===== config.mk =====
export PLATFORM = sky130hd
export DESIGN_NAME = mac_unit_vert_pipe_flat
export DESIGN_NICKNAME = d
export VERILOG_FILES = /design/src/rtl/mac_unit_vert_pipe_if.sv /design/src/rtl/mac_unit_vert_pipe.sv /design/src/flat_wrapper.sv
export SDC_FILE = /design/constraint.sdc
export NUM_CORES = 1
export LEC_CHECK = 0
export CAP_MARGIN = 20
export CORE_AREA = 2 2 236 238
export DETAILED_ROUTE_END_ITERATION = 16
export DIE_AREA = 0 0 238 240
export GPL_TIMING_DRIVEN = 0
export PLACE_DENSITY = 0.47
export SYNTH_ARGS = -nofsm -noshare
export SYNTH_HDL_FRONTEND = slang
export SYNTH_SLANG_ARGS = --single-unit

===== constraint.sdc =====
create_clock -name clk -period 14.5 [get_ports clk]
set_input_delay 2.9 -clock clk [delete_from_list [all_inputs] [get_ports clk]]
set_output_delay 2.9 -clock clk [all_outputs]
set_load 0.05 [all_outputs]

===== src/rtl/mac_unit_vert_pipe_if.sv =====
// Column-beat bus for mac_unit_vert_pipe: activation/control beat in, group result out.
// The master side drives beats and consumes results; the slave side is the MAC.
interface mac_unit_vert_pipe_if #(
    parameter int DATA_WIDTH    = 8,
    parameter int VEC_LENGTH    = 8,
    parameter int NUM_SEL       = VEC_LENGTH / 2,
    parameter int SEL_WIDTH     = $clog2(VEC_LENGTH) + 1,
    parameter int SUM_ACT_WIDTH = $clog2(VEC_LENGTH) + DATA_WIDTH,
    parameter int COL_WIDTH     = $clog2(DATA_WIDTH),
    parameter int ACC_WIDTH     = DATA_WIDTH + 17
);
    logic                            in_valid;
    logic                            in_ready;
    logic                            in_last;
    logic signed [DATA_WIDTH-1:0]    act [VEC_LENGTH];
    logic        [SEL_WIDTH-1:0]     act_sel [NUM_SEL];
    logic signed [SUM_ACT_WIDTH-1:0] sum_act;
    logic        [COL_WIDTH-1:0]     column_idx;
    logic                            is_msb;
    logic                            is_skip_zero;
    logic        [SEL_WIDTH-1:0]     hamming_sel;
    logic                            hamming_sign;
    logic        [2:0]               mul_const;
    logic                            is_shift_mul;
    logic                            out_valid;
    logic                            out_ready;
    logic signed [ACC_WIDTH-1:0]     result;
    logic                            overflow;

    modport master (
        output in_valid, in_last, act, act_sel, sum_act, column_idx, is_msb,
               is_skip_zero, hamming_sel, hamming_sign, mul_const, is_shift_mul,
               out_ready,
        input  in_ready, out_valid, result, overflow
    );

    modport slave (
        input  in_valid, in_last, act, act_sel, sum_act, column_idx, is_msb,
               is_skip_zero, hamming_sel, hamming_sign, mul_const, is_shift_mul,
               out_ready,
        output in_ready, out_valid, result, overflow
    );
endinterface


===== src/rtl/mac_unit_vert_pipe.sv =====
// Two-stage column MAC: stage 1 registers selected activations and controls,
// stage 2 forms the column total and accumulates it over a group of columns.
module mac_unit_vert_pipe #(
    parameter int DATA_WIDTH    = 8,
    parameter int VEC_LENGTH    = 8,
    parameter int NUM_SEL       = VEC_LENGTH / 2,
    parameter int SEL_WIDTH     = $clog2(VEC_LENGTH) + 1,
    parameter int SUM_ACT_WIDTH = $clog2(VEC_LENGTH) + DATA_WIDTH,
    parameter int COL_WIDTH     = $clog2(DATA_WIDTH),
    parameter int ACC_WIDTH     = DATA_WIDTH + 17
) (
    input logic clk,
    input logic reset,
    mac_unit_vert_pipe_if.slave bus
);
    localparam int TW = SUM_ACT_WIDTH + DATA_WIDTH;
    localparam int IW = $clog2(VEC_LENGTH);
    localparam logic [SEL_WIDTH-1:0] VL_SEL = SEL_WIDTH'(VEC_LENGTH);

    typedef enum logic {IDLE, ACCUM} state_t;

    // Stage-1 registers
    logic                            s1_valid_reg;
    logic                            s1_last_reg;
    logic signed [DATA_WIDTH-1:0]    s1_act_reg [NUM_SEL];
    logic signed [DATA_WIDTH-1:0]    s1_ham_reg;
    logic signed [SUM_ACT_WIDTH-1:0] s1_sum_reg;
    logic        [COL_WIDTH-1:0]     s1_col_reg;
    logic                            s1_msb_reg;
    logic                            s1_skip_reg;
    logic                            s1_ham_sign_reg;
    logic        [2:0]               s1_mul_reg;
    logic                            s1_shift_reg;

    // Stage-2 / group state
    state_t                          state_reg;
    logic signed [ACC_WIDTH-1:0]     acc_reg;
    logic                            grp_ovf_reg;
    logic signed [ACC_WIDTH-1:0]     result_reg;
    logic                            overflow_reg;
    logic                            out_valid_reg;

    logic signed [DATA_WIDTH-1:0]    sel_act [NUM_SEL];
    logic signed [DATA_WIDTH-1:0]    ham_act;
    logic                            stall;
    logic                            accept;
    logic                            s2_fire;

    // Out-of-range selects read as zero so a select of VEC_LENGTH disables a slot.
    generate
        for (genvar gi = 0; gi < NUM_SEL; gi++) begin : g_sel
            assign sel_act[gi] = (bus.act_sel[gi] < VL_SEL) ?
                                 bus.act[bus.act_sel[gi][IW-1:0]] : '0;
        end
    endgenerate

    assign ham_act = (bus.hamming_sel < VL_SEL) ? bus.act[bus.hamming_sel[IW-1:0]] : '0;

    // Only a completing beat can collide with an unconsumed result.
    assign stall        = s1_valid_reg & s1_last_reg & out_valid_reg & ~bus.out_ready;
    assign bus.in_ready = ~stall;
    assign accept       = bus.in_valid & ~stall;
    assign s2_fire      = s1_valid_reg & ~stall;

    always_ff @(posedge clk or negedge reset) begin
        if (!reset) begin
            s1_valid_reg <= 1'b0;
        end else if (!stall) begin
            s1_valid_reg <= bus.in_valid;
        end
    end

    always_ff @(posedge clk) begin
        if (accept) begin
            for (int i = 0; i < NUM_SEL; i++) begin
                s1_act_reg[i] <= sel_act[i];
            end
            s1_last_reg     <= bus.in_last;
            s1_ham_reg      <= ham_act;
            s1_sum_reg      <= bus.sum_act;
            s1_col_reg      <= bus.column_idx;
            s1_msb_reg      <= bus.is_msb;
            s1_skip_reg     <= bus.is_skip_zero;
            s1_ham_sign_reg <= bus.hamming_sign;
            s1_mul_reg      <= bus.mul_const;
            s1_shift_reg    <= bus.is_shift_mul;
        end
    end

    // Stage-2 column total
    logic signed [SUM_ACT_WIDTH-1:0] p_sum;
    logic signed [SUM_ACT_WIDTH-1:0] base;
    logic signed [TW-1:0]            prod;
    logic signed [TW-1:0]            ham_ext;
    logic signed [TW-1:0]            col_total;
    logic signed [ACC_WIDTH-1:0]     t_acc;
    logic signed [ACC_WIDTH-1:0]     acc_sum;
    logic                            add_ovf;

    always_comb begin
        p_sum = '0;
        for (int i = 0; i < NUM_SEL; i++) begin
            p_sum = p_sum + SUM_ACT_WIDTH'(s1_act_reg[i]);
        end
        base = p_sum;
        case ({s1_msb_reg, s1_skip_reg})
            2'b00:   base = s1_sum_reg - p_sum;
            2'b01:   base = p_sum;
            2'b10:   base = p_sum - s1_sum_reg;
            default: base = -p_sum;
        endcase
        prod = TW'($signed({1'b0, s1_mul_reg})) * TW'(s1_sum_reg);
        if (s1_shift_reg) begin
            prod = prod <<< 3;
        end
        ham_ext = TW'(s1_ham_reg);
        if (s1_ham_sign_reg) begin
            ham_ext = -ham_ext;
        end
        col_total = (TW'(base) <<< s1_col_reg) + prod + (ham_ext <<< s1_col_reg);
    end

    generate
        if (ACC_WIDTH >= TW) begin : g_ext
            assign t_acc = ACC_WIDTH'(col_total);
        end else begin : g_trunc
            assign t_acc = col_total[ACC_WIDTH-1:0];
        end
    endgenerate

    assign acc_sum = acc_reg + t_acc;
    assign add_ovf = (acc_reg[ACC_WIDTH-1] == t_acc[ACC_WIDTH-1]) &&
                     (acc_sum[ACC_WIDTH-1] != acc_reg[ACC_WIDTH-1]);

    // A completion in the same cycle as a consume overrides the clear.
    always_ff @(posedge clk or negedge reset) begin
        if (!reset) begin
            state_reg     <= IDLE;
            acc_reg       <= '0;
            grp_ovf_reg   <= 1'b0;
            result_reg    <= '0;
            overflow_reg  <= 1'b0;
            out_valid_reg <= 1'b0;
        end else begin
            if (bus.out_ready) begin
                out_valid_reg <= 1'b0;
            end
            if (s2_fire) begin
                if (state_reg == IDLE) begin
                    acc_reg     <= t_acc;
                    grp_ovf_reg <= 1'b0;
                    if (s1_last_reg) begin
                        result_reg    <= t_acc;
                        overflow_reg  <= 1'b0;
                        out_valid_reg <= 1'b1;
                    end else begin
                        state_reg <= ACCUM;
                    end
                end else begin
                    acc_reg     <= acc_sum;
                    grp_ovf_reg <= grp_ovf_reg | add_ovf;
                    if (s1_last_reg) begin
                        result_reg    <= acc_sum;
                        overflow_reg  <= grp_ovf_reg | add_ovf;
                        out_valid_reg <= 1'b1;
                        state_reg     <= IDLE;
                    end
                end
            end
        end
    end

    assign bus.out_valid = out_valid_reg;
    assign bus.result    = result_reg;
    assign bus.overflow  = overflow_reg;
endmodule


===== src/flat_wrapper.sv =====
// flat-port wrapper written by rule: the top's interface ports become plain ports
module mac_unit_vert_pipe_flat 
#(
    parameter int DATA_WIDTH    = 8,
    parameter int VEC_LENGTH    = 8,
    parameter int NUM_SEL       = VEC_LENGTH / 2,
    parameter int SEL_WIDTH     = $clog2(VEC_LENGTH) + 1,
    parameter int SUM_ACT_WIDTH = $clog2(VEC_LENGTH) + DATA_WIDTH,
    parameter int COL_WIDTH     = $clog2(DATA_WIDTH),
    parameter int ACC_WIDTH     = DATA_WIDTH + 17
)
  (clk, reset, bus_in_valid, bus_in_last, bus_act, bus_act_sel, bus_sum_act, bus_column_idx, bus_is_msb, bus_is_skip_zero, bus_hamming_sel, bus_hamming_sign, bus_mul_const, bus_is_shift_mul, bus_out_ready, bus_in_ready, bus_out_valid, bus_result, bus_overflow);
  mac_unit_vert_pipe_if #(.DATA_WIDTH(DATA_WIDTH), .VEC_LENGTH(VEC_LENGTH), .NUM_SEL(NUM_SEL), .SEL_WIDTH(SEL_WIDTH), .SUM_ACT_WIDTH(SUM_ACT_WIDTH), .COL_WIDTH(COL_WIDTH), .ACC_WIDTH(ACC_WIDTH)) bus_i ();
  input logic clk;
  input logic reset;
  input wire logic [$bits(bus_i.in_valid)-1:0] bus_in_valid;
  input wire logic [$bits(bus_i.in_last)-1:0] bus_in_last;
  input wire logic [$bits(bus_i.act)-1:0] bus_act;
  input wire logic [$bits(bus_i.act_sel)-1:0] bus_act_sel;
  input wire logic [$bits(bus_i.sum_act)-1:0] bus_sum_act;
  input wire logic [$bits(bus_i.column_idx)-1:0] bus_column_idx;
  input wire logic [$bits(bus_i.is_msb)-1:0] bus_is_msb;
  input wire logic [$bits(bus_i.is_skip_zero)-1:0] bus_is_skip_zero;
  input wire logic [$bits(bus_i.hamming_sel)-1:0] bus_hamming_sel;
  input wire logic [$bits(bus_i.hamming_sign)-1:0] bus_hamming_sign;
  input wire logic [$bits(bus_i.mul_const)-1:0] bus_mul_const;
  input wire logic [$bits(bus_i.is_shift_mul)-1:0] bus_is_shift_mul;
  input wire logic [$bits(bus_i.out_ready)-1:0] bus_out_ready;
  output wire logic [$bits(bus_i.in_ready)-1:0] bus_in_ready;
  output wire logic [$bits(bus_i.out_valid)-1:0] bus_out_valid;
  output wire logic [$bits(bus_i.result)-1:0] bus_result;
  output wire logic [$bits(bus_i.overflow)-1:0] bus_overflow;
  assign bus_i.in_valid = bus_in_valid;
  assign bus_i.in_last = bus_in_last;
  assign bus_i.act = {>>{bus_act}};
  assign bus_i.act_sel = {>>{bus_act_sel}};
  assign bus_i.sum_act = bus_sum_act;
  assign bus_i.column_idx = bus_column_idx;
  assign bus_i.is_msb = bus_is_msb;
  assign bus_i.is_skip_zero = bus_is_skip_zero;
  assign bus_i.hamming_sel = bus_hamming_sel;
  assign bus_i.hamming_sign = bus_hamming_sign;
  assign bus_i.mul_const = bus_mul_const;
  assign bus_i.is_shift_mul = bus_is_shift_mul;
  assign bus_i.out_ready = bus_out_ready;
  assign bus_in_ready = bus_i.in_ready;
  assign bus_out_valid = bus_i.out_valid;
  assign bus_result = bus_i.result;
  assign bus_overflow = bus_i.overflow;
  mac_unit_vert_pipe #(.DATA_WIDTH(DATA_WIDTH), .VEC_LENGTH(VEC_LENGTH), .NUM_SEL(NUM_SEL), .SEL_WIDTH(SEL_WIDTH), .SUM_ACT_WIDTH(SUM_ACT_WIDTH), .COL_WIDTH(COL_WIDTH), .ACC_WIDTH(ACC_WIDTH)) u_core (.clk(clk), .reset(reset), .bus(bus_i));
endmodule

==> impl_metrics.py, run 1 <==
metrics = {
    "floorplanning": {
        "die_h_um": 240,
        "fp.dieW_um": 238,
        "core_mm2": 0.0547,
        "pin_count": 138,
        "die_area_mm2": 0.0571,
        "initial_utilization": 0.248,
        "rows": 86,
    },
    "clocking": {
        "clk_pin_slew_ns": 0.06,
        "worstSkewPairLatency_ns": 0.46,
        "cts_made_buffers": 17,
        "clkSinkCount": 117,
        "cts_setup_buffers": 0,
        "clockBufferDepth": 2,
        "clockRootBuffer": "clkbuf_16",
        "cts_htree_levels": 4,
        "holdBufCountCts": 0,
        "ctsResizeCount": 0,
        "cts_tree": "done",
    },
    "synthesis": {
        "async_flop_share": 0.470,
        "ys_warn_count": 0,
        "mappedNetlistNets": 1669,
        "ys_types": 75,
        "synth_edf_count": 62,
        "avgSynthCellArea_um2": 9.63,
        "seq_area_frac_synth": 0.239,
        "ys.flop_type": "edfxtp_1",
        "yosys_register_bits": 117,
        "synth_cells": 1406,
        "syn-cell-area_mm2": 0.0135,
    },
    "layout": {
        "syn_to_final_growth_pct": 20.0,
        "most-common-layout-cells": "nor2_1 (125), inv_1 (118), clkdlybuf4s50_1 (116)",
        "register_area_mm2": 0.00324,
        "multi_input_area_mm2": 0.00958,
        "stdcell_area_mm2": 0.0162,
        "antenna_cells": 0,
        "utilization": 0.297,
        "drive_above_1_share": 0.108,
        "largest_register_ffs": 32,
        "nFillCells": 5725,
        "final_common_cell": "nor2_1",
        "layout.nets": 1807,
    },
    "routing": {
        "drt_iter0_markers": 617,
        "wirelength_mm": 38.4,
        "drt_pass1_iterations": 6,
        "wl_per_cell_um": 17.0,
        "remaining_drc_errors": 0,
        "ant_nets": 0,
        "via_per_inst": 4.89,
        "dr_total_vias": 11056,
    },
    "setup_path": {
        "arrival_ns": 12.76,
        "endpoint_kind": "flop",
        "path_buf_inv": 7,
        "r2r_start": "u_core.s1_act_reg[2][1]",
        "required_ns": 14.84,
        "crit_path_max_incr_delay_ns": 0.67,
        "critPathLaunchType": "flop",
        "cp_slowest_cell": "o41ai_1",
        "crit_top_cell": "inv_1",
        "crit_family": "compound AO/OA/AOI/OAI gates",
        "path_max_fanout": 8,
        "worst-r2r-setup-slack_ns": 2.08,
        "crit_path_start": "u_core.s1_act_reg[2][1]",
        "criticalPathCategory": "reg -> reg",
    },
    "sta": {
        "worst_pin_slew_ns": 1.00,
        "period_share": 0.857,
        "setup_ws_ns": 2.08,
        "slew_headroom": 0.331,
        "rsz0062_at_grt": "false",
        "setup_violations": 0,
        "setup_tns_ns": 0,
        "fin_skew_ns": 0.0148,
        "maxSlewViolCount": 0,
        "max_freq_mhz": 80.5,
        "finalHoldViolations": 0,
        "layout_min_cycle_time_ns": 12.42,
    },
    "place": {
        "hpwl_mm": 31.3,
        "globalplace.congestion": 0.874,
        "dp_slack_ns": 2.03,
        "portBuffers": 117,
        "place_area_mm2": 0.0156,
    },
    "min_path": {
        "hold_class": "reg -> reg",
        "min-delay-start": "u_core.bus.result[5]",
    },
    "flow_run": {
        "maxCapViolCount": 0,
    },
    "global_route": {
        "grt_max_degree": 60,
        "antenna_found_initial": 1,
        "grt_pass1_vias": 11346,
        "grt-ovfl-total": 0,
        "grt_usage": 0.137,
        "grt_first_pass_wirelength_mm": 61.3,
    },
    "run_status": {
        "outcome": "finished, final reports clean",
    },
}
==> worst reg2reg max path, delay by kind of cell (launching register included) <==
kind / cells / cell delay, ns
XOR/XNOR: 4 / 1.35
AND/OR/NAND/NOR: 10 / 2.38
AO/OA/AOI/OAI: 19 / 4.08
adder cells (fa/ha/maj): 8 / 2.69
flip-flops: 1 / 0.33
buffers and inverters: 7 / 0.67
multiplexers: 3 / 0.82
==> area by class of cell <==
type	instances	area share
multi-input combinational	1098	0.590
tap	704	0.0542
inverter	119	0.0275
clock buffer	18	0.0277
buffer	72	0.0173
clock inverter	14	0.00963
sequential	117	0.199
timing repair buffer	119	0.0747
==> final timing paths <==
kind	cells after the start	endpoint
max	51	u_core.bus.result[24]
min	2	u_core.bus.result[5]
max reg2reg	51	u_core.bus.result[24]
min reg2reg	2	u_core.bus.result[5]
max in group asynchronous	2	u_core.bus.result[22]
min in group asynchronous	1	u_core.acc_reg[4]
==> cells in the mapped netlist, types with 6 or more instances <==
cell type | number | area, um2
o21a_1 | 12 | 90.1
nor3_1 | 30 | 150
or3_1 | 10 | 62.6
nand2b_1 | 16 | 100
clkbuf_1 | 47 | 176
a31oi_1 | 11 | 68.8
a21o_1 | 24 | 180
o21ai_0 | 90 | 450
nand2_1 | 113 | 424
and3_1 | 9 | 56.3
dfrtp_1 | 55 | 1380
nor2b_1 | 15 | 93.8
nor2_1 | 125 | 469
and2_1 | 28 | 175
mux2_2 | 24 | 270
mux4_2 | 82 | 1850
o41ai_1 | 6 | 52.6
o22ai_1 | 8 | 50.1
xor2_1 | 28 | 245
a21oi_1 | 65 | 325
inv_1 | 118 | 443
mux2i_1 | 85 | 851
buf_1 | 22 | 82.6
xnor2_1 | 47 | 412
o21bai_1 | 10 | 75.1
nand3_1 | 17 | 85.1
edfxtp_1 | 62 | 1860
fa_1 | 43 | 861
a211oi_1 | 13 | 97.6
ha_1 | 110 | 1380
==> cell families after synthesis <==
| kind of cell | share of synthesized area |
|---|---|
| adder cells (fa/ha/maj) | 0.165 |
| buffers and inverters | 0.0537 |
| multiplexers | 0.219 |
| AND/OR/NAND/NOR | 0.130 |
| flip-flops | 0.239 |
| XOR/XNOR | 0.0531 |
| AO/OA/AOI/OAI | 0.139 |
==> stage by stage <==
| stage | std cells | hold WS [ns] |
|---|---|---|
| 2_1_floorplan | 1406 | 0.452 |
| 3_3_place_gp | 2227 | 0.462 |
| 3_5_place_dp | 2229 | 0.470 |
| 4_1_cts | 2261 | 0.485 |
| 5_1_grt | 2261 | 0.495 |
| 6_report | 2261 | 0.475 |
==> layer usage <==
layer / up-vias / track usage / part of all wire
met5: - / 0 / 0
met4: 0 / 0.0479 / 0.020
met3: 48 / 0.0251 / 0.050
met2: 307 / 0.242 / 0.49
met1: 5323 / 0.168 / 0.44
li1: 5378 / - / -
Power of run 1 is not shown: default switching activity piles up to over one toggle a cycle in this logic, so the estimate is an artifact.
==> run 2, diff against run 1 <==
--- a/config.mk
+++ b/config.mk
@@ -9,8 +9,9 @@
 export CORE_AREA = 2 2 236 238
 export DETAILED_ROUTE_END_ITERATION = 16
 export DIE_AREA = 0 0 238 240
+export DONT_BUFFER_PORTS = 1
 export GPL_TIMING_DRIVEN = 0
-export PLACE_DENSITY = 0.47
+export PLACE_DENSITY = 0.44
 export SYNTH_ARGS = -nofsm -noshare
 export SYNTH_HDL_FRONTEND = slang
 export SYNTH_SLANG_ARGS = --single-unit
==> run 2 against run 1 <==
Sequential share of layout area grew 1.6 points. Cell area shrank 7.3%. Via count shrank 6.5%. Maximum frequency shrank 0.22%. Cell count shrank 5.2%. Critical path depth is the same. Critical path type unchanged. Wire length shrank 2.0%. Worst hold slack gained 0.022 ns. Sequential cell count is the same. Count of clock-buffer cells in the layout shrank 1.
==> impl_metrics.py, run 2 (synthesis gave the netlist of run 1 again) <==
metrics = {
    "run_status": {
        "outcome": "finished, final reports clean",
    },
    "setup_path": {
        "worst-r2r-setup-slack_ns": 2.05,
        "criticalPathCategory": "reg -> reg",
        "arrival_ns": 12.78,
        "crit_path_max_incr_delay_ns": 0.68,
        "path_max_fanout": 8,
        "critPathLaunchType": "flop",
        "required_ns": 14.83,
        "endpoint_kind": "flop",
        "crit_top_cell": "inv_1",
        "cp_slowest_cell": "o41ai_1",
    },
    "clocking": {
        "cts_made_buffers": 17,
        "ctsResizeCount": 0,
        "clockBufferDepth": 2,
        "clkSinkCount": 117,
        "cts_tree": "done",
        "clockRootBuffer": "clkbuf_16",
        "clk_pin_slew_ns": 0.06,
        "cts_htree_levels": 4,
        "cts_setup_buffers": 0,
        "holdBufCountCts": 0,
        "worstSkewPairLatency_ns": 0.46,
    },
    "routing": {
        "drt_iter0_markers": 436,
        "via_per_inst": 4.82,
        "dr_total_vias": 10338,
        "remaining_drc_errors": 0,
        "drt_pass1_iterations": 5,
        "wirelength_mm": 37.7,
        "wl_per_cell_um": 17.6,
        "ant_nets": 0,
    },
    "global_route": {
        "grt_usage": 0.136,
        "grt-ovfl-total": 0,
        "use_met3": 0.0374,
        "grt_first_pass_wirelength_mm": 60.3,
        "grtUsageMet1": 0.156,
        "grt_pass1_vias": 10980,
        "grt-busiest-layer": "met2",
        "antenna_found_initial": 1,
        "grt_max_degree": 60,
        "grtUsageMet2": 0.239,
    },
    "layout": {
        "layout.nets": 1689,
        "most-common-layout-cells": "nor2_1 (125), inv_1 (118), nand2_1 (113)",
        "syn_to_final_growth_pct": 11.3,
        "final_common_cell": "nor2_1",
        "nFillCells": 5776,
        "largest_register_ffs": 32,
        "drive_above_1_share": 0.115,
    },
    "floorplanning": {
        "die_area_mm2": 0.0571,
        "pin_count": 138,
        "core_mm2": 0.0547,
        "fp.dieW_um": 238,
        "initial_utilization": 0.248,
        "die_h_um": 240,
        "rows": 86,
    },
    "sta": {
        "period_share": 0.858,
        "layout_min_cycle_time_ns": 12.45,
        "rsz0062_at_grt": "false",
        "setup_violations": 0,
        "finalHoldViolations": 0,
        "worst_pin_slew_ns": 0.989,
        "fin_skew_ns": 0.0148,
        "max_freq_mhz": 80.3,
        "maxSlewViolCount": 0,
        "slew_headroom": 0.340,
        "setup_tns_ns": 0,
    },
    "min_path": {
        "hold_class": "reg -> reg",
    },
    "place": {
        "globalplace.congestion": 0.852,
        "portBuffers": 0,
        "hpwl_mm": 30.8,
    },
    "flow_run": {
        "maxCapViolCount": 0,
    },
}
run 2: layout make-up:
cell class,instances,area (um2),area share
Multi-Input combinational cell,1098,9580,0.636
Sequential cell,117,3240,0.215
Tap cell,704,881,0.0585
Inverter,119,447,0.0297
Clock buffer,17,425,0.0282
Buffer,72,280,0.0186
Clock inverter,15,186,0.0124
Timing Repair Buffer,1,27.5,0.00183
Antenna cell,1,2.50,0.000166
run 2: routing by layer:
metal	vias up	wire length, um
met5	-	0
met4	0	1070
met3	52	2170
met2	219	18400
met1	4933	16000
li1	5134	-
run 2: worst paths after layout:
kind                                    endpoint  cells after the start                     from
max                        u_core.bus.result[24]                     51  u_core.s1_act_reg[1][1]
min reg2reg                    u_core.acc_reg[0]                      2        u_core.acc_reg[0]
min in group asynchronous   u_core.bus.result[4]                      0                    reset
min                            u_core.acc_reg[0]                      2        u_core.acc_reg[0]
max in group asynchronous     u_core.acc_reg[23]                      0                    reset
max reg2reg                u_core.bus.result[24]                     51  u_core.s1_act_reg[1][1]
run 2: critical path, delay by kind of cell (launching register included):
kind	cells	cell delay, ns
adders and majority gates	8	2.68
and+or+nand+nor	10	2.36
DFF	1	0.36
muxes	3	0.79
buffers and inverters	7	0.66
AOI/OAI and AO/OA	19	4.13
xor gates and xnor gates	4	1.36
run 2: stage by stage:
step / worst slack [ns] / hold WS (ns) / util / instance area [um2] / instances
detailed placement: 2.12 / 0.484 / 0.264 / 14500 / 2111
floorplan: 3.90 / 0.452 / - / 13500 / 1406
CTS: 2.06 / 0.498 / 0.276 / 15100 / 2143
finish: 2.05 / 0.497 / 0.276 / 15100 / 2144
global placement: 2.15 / 0.473 / 0.264 / 14400 / 2110
global route: 0.968 / 0.525 / 0.276 / 15100 / 2143
Power of run 2 is left out for the same reason.
==> run 3, diff against run 2 <==
--- a/config.mk
+++ b/config.mk
@@ -7,11 +7,13 @@
 export LEC_CHECK = 0
 export CAP_MARGIN = 20
 export CORE_AREA = 2 2 236 238
+export CTS_BUF_LIST = sky130_fd_sc_hd__clkbuf_8
 export DETAILED_ROUTE_END_ITERATION = 16
 export DIE_AREA = 0 0 238 240
 export DONT_BUFFER_PORTS = 1
 export GPL_TIMING_DRIVEN = 0
 export PLACE_DENSITY = 0.44
+export SKIP_CTS_REPAIR_TIMING = 1
 export SYNTH_ARGS = -nofsm -noshare
 export SYNTH_HDL_FRONTEND = slang
 export SYNTH_SLANG_ARGS = --single-unit
==> run 3 against run 2 <==
Count of clock-buffer cells in the layout did not move. Sequential share of layout area increased by 0.27 points. Worst hold slack improved by 0.0059 ns. Cell area decreased by 1.3%. Critical path type unchanged. Critical endpoint unchanged. Largest cell class unchanged. Wire length is the same. Maximum frequency shrank 0.25%. Global-route usage about the same. Cell count about the same. Critical path depth unchanged.
==> impl_metrics.py, run 3 (synthesis gave the netlist of run 1 again) <==
metrics = {
    "run_status": {
        "outcome": "finished, final reports clean",
    },
    "routing": {
        "drt_iter0_markers": 407,
        "wl_per_cell_um": 17.6,
        "drt_pass1_iterations": 6,
        "wirelength_mm": 37.7,
        "ant_nets": 0,
        "via_per_inst": 4.82,
        "dr_total_vias": 10329,
        "remaining_drc_errors": 0,
    },
    "sta": {
        "finalHoldViolations": 0,
        "slew_headroom": 0.336,
        "setup_violations": 0,
        "setup_ws_ns": 2.02,
        "worst_pin_slew_ns": 0.996,
        "setup_tns_ns": 0,
        "max_freq_mhz": 80.1,
        "layout_min_cycle_time_ns": 12.48,
        "maxSlewViolCount": 0,
        "fin_skew_ns": 0.0213,
        "rsz0062_at_grt": "false",
        "period_share": 0.861,
    },
    "global_route": {
        "grt-ovfl-total": 0,
        "grt_first_pass_wirelength_mm": 60.1,
        "grt_usage": 0.135,
        "grt_pass1_vias": 10980,
        "antenna_found_initial": 2,
        "grt_max_degree": 60,
    },
    "clocking": {
        "cts_made_buffers": 17,
        "clockBufferDepth": 2,
        "clkSinkCount": 117,
        "worstSkewPairLatency_ns": 0.52,
        "cts_tree": "done",
        "clockRootBuffer": "clkbuf_8",
        "clk_pin_slew_ns": 0.09,
        "cts_htree_levels": 4,
    },
    "setup_path": {
        "cp_slowest_cell": "o41ai_1",
        "timing.rr.end": "u_core.bus.result[24]",
        "endpoint_kind": "flop",
        "worstSetupEndpoint": "u_core.bus.result[24]",
        "crit_path_max_incr_delay_ns": 0.67,
        "worst-r2r-setup-slack_ns": 2.02,
        "path_max_fanout": 8,
        "crit_top_cell": "inv_1",
        "arrival_ns": 12.87,
        "criticalPathCategory": "reg -> reg",
        "critPathLaunchType": "flop",
        "r2r_cells": 51,
        "required_ns": 14.89,
        "r2r_start": "u_core.s1_act_reg[1][1]",
        "crit_path_start": "u_core.s1_act_reg[1][1]",
    },
    "layout": {
        "instances_no_fill": 2145,
        "most-common-layout-cells": "nor2_1 (125), inv_1 (118), nand2_1 (113)",
        "final_common_cell": "nor2_1",
        "largest_register_ffs": 32,
        "drive_above_1_share": 0.115,
        "layout.nets": 1689,
        "stdcell_area_mm2": 0.0149,
        "syn_to_final_growth_pct": 9.87,
    },
    "min_path": {
        "hold_class": "reg -> reg",
    },
    "place": {
        "portBuffers": 0,
        "dp_slack_ns": 2.12,
        "place_area_mm2": 0.0145,
        "dp_cells": 2111,
        "hpwl_mm": 30.8,
        "globalplace.congestion": 0.852,
    },
    "flow_run": {
        "maxCapViolCount": 0,
    },
    "floorplanning": {
        "die_h_um": 240,
        "pin_count": 138,
        "core_mm2": 0.0547,
        "die_area_mm2": 0.0571,
        "fp.dieW_um": 238,
        "initial_utilization": 0.248,
        "rows": 86,
    },
}
-- run 3: cell types whose count changed in the layout (fill, tap and decap cells not counted) --
cell / before / now
clkbuf_8: 0 / 17
clkbuf_16: 17 / 0
diode_2: 1 / 2
-- run 3: area by class of cell --
class	instances	area [um2]
repair buffers	1	27.5
fillers	5797	39800
flip-flops and latches	117	3240
inverters	119	447
clock inverters	15	186
diodes	2	5.00
plain buffers	72	280
multi-input cells	1098	9580
clock buffers	17	234
well taps	704	881
-- run 3: metrics by stage --
| stage | util | hold WS, ns |
|---|---|---|
| after global routing | 0.272 | 0.534 |
| after floorplan | - | 0.452 |
| after detailed placement | 0.264 | 0.484 |
| after global placement | 0.264 | 0.473 |
| after CTS | 0.272 | 0.504 |
| final | 0.272 | 0.502 |
-- run 3: per-layer routing --
metal,part of all wire,GRT usage,vias up
met5,0,0,-
met4,0.029,0.0564,0
met3,0.056,0.0361,52
met2,0.49,0.239,222
met1,0.43,0.155,4926
li1,-,-,5129
-- run 3: how the worst min path moves through the flow --
stage	from	endpoint	slack, ns	cells after the start
after floorplan	u_core.acc_reg[2]	u_core.acc_reg[2]	0.45	2
after global placement	u_core.acc_reg[7]	u_core.acc_reg[7]	0.47	2
after detailed placement	u_core.acc_reg[0]	u_core.acc_reg[0]	0.48	2
after CTS	u_core.acc_reg[0]	u_core.acc_reg[0]	0.50	2
after global routing	u_core.acc_reg[7]	u_core.acc_reg[7]	0.53	2
final	u_core.acc_reg[0]	u_core.acc_reg[0]	0.50	2
-- run 3: critical path: cells and delay by family, from the launching register on --
family | cells | cell delay, ns
AO/OA/AOI/OAI | 19 | 4.14
adder cells (fa/ha/maj) | 8 | 2.68
AND/OR/NAND/NOR | 10 | 2.35
XOR/XNOR | 4 | 1.35
multiplexers | 3 | 0.79
buffers and inverters | 7 | 0.66
flip-flops | 1 | 0.37
Power of run 3 is left out for the same reason.
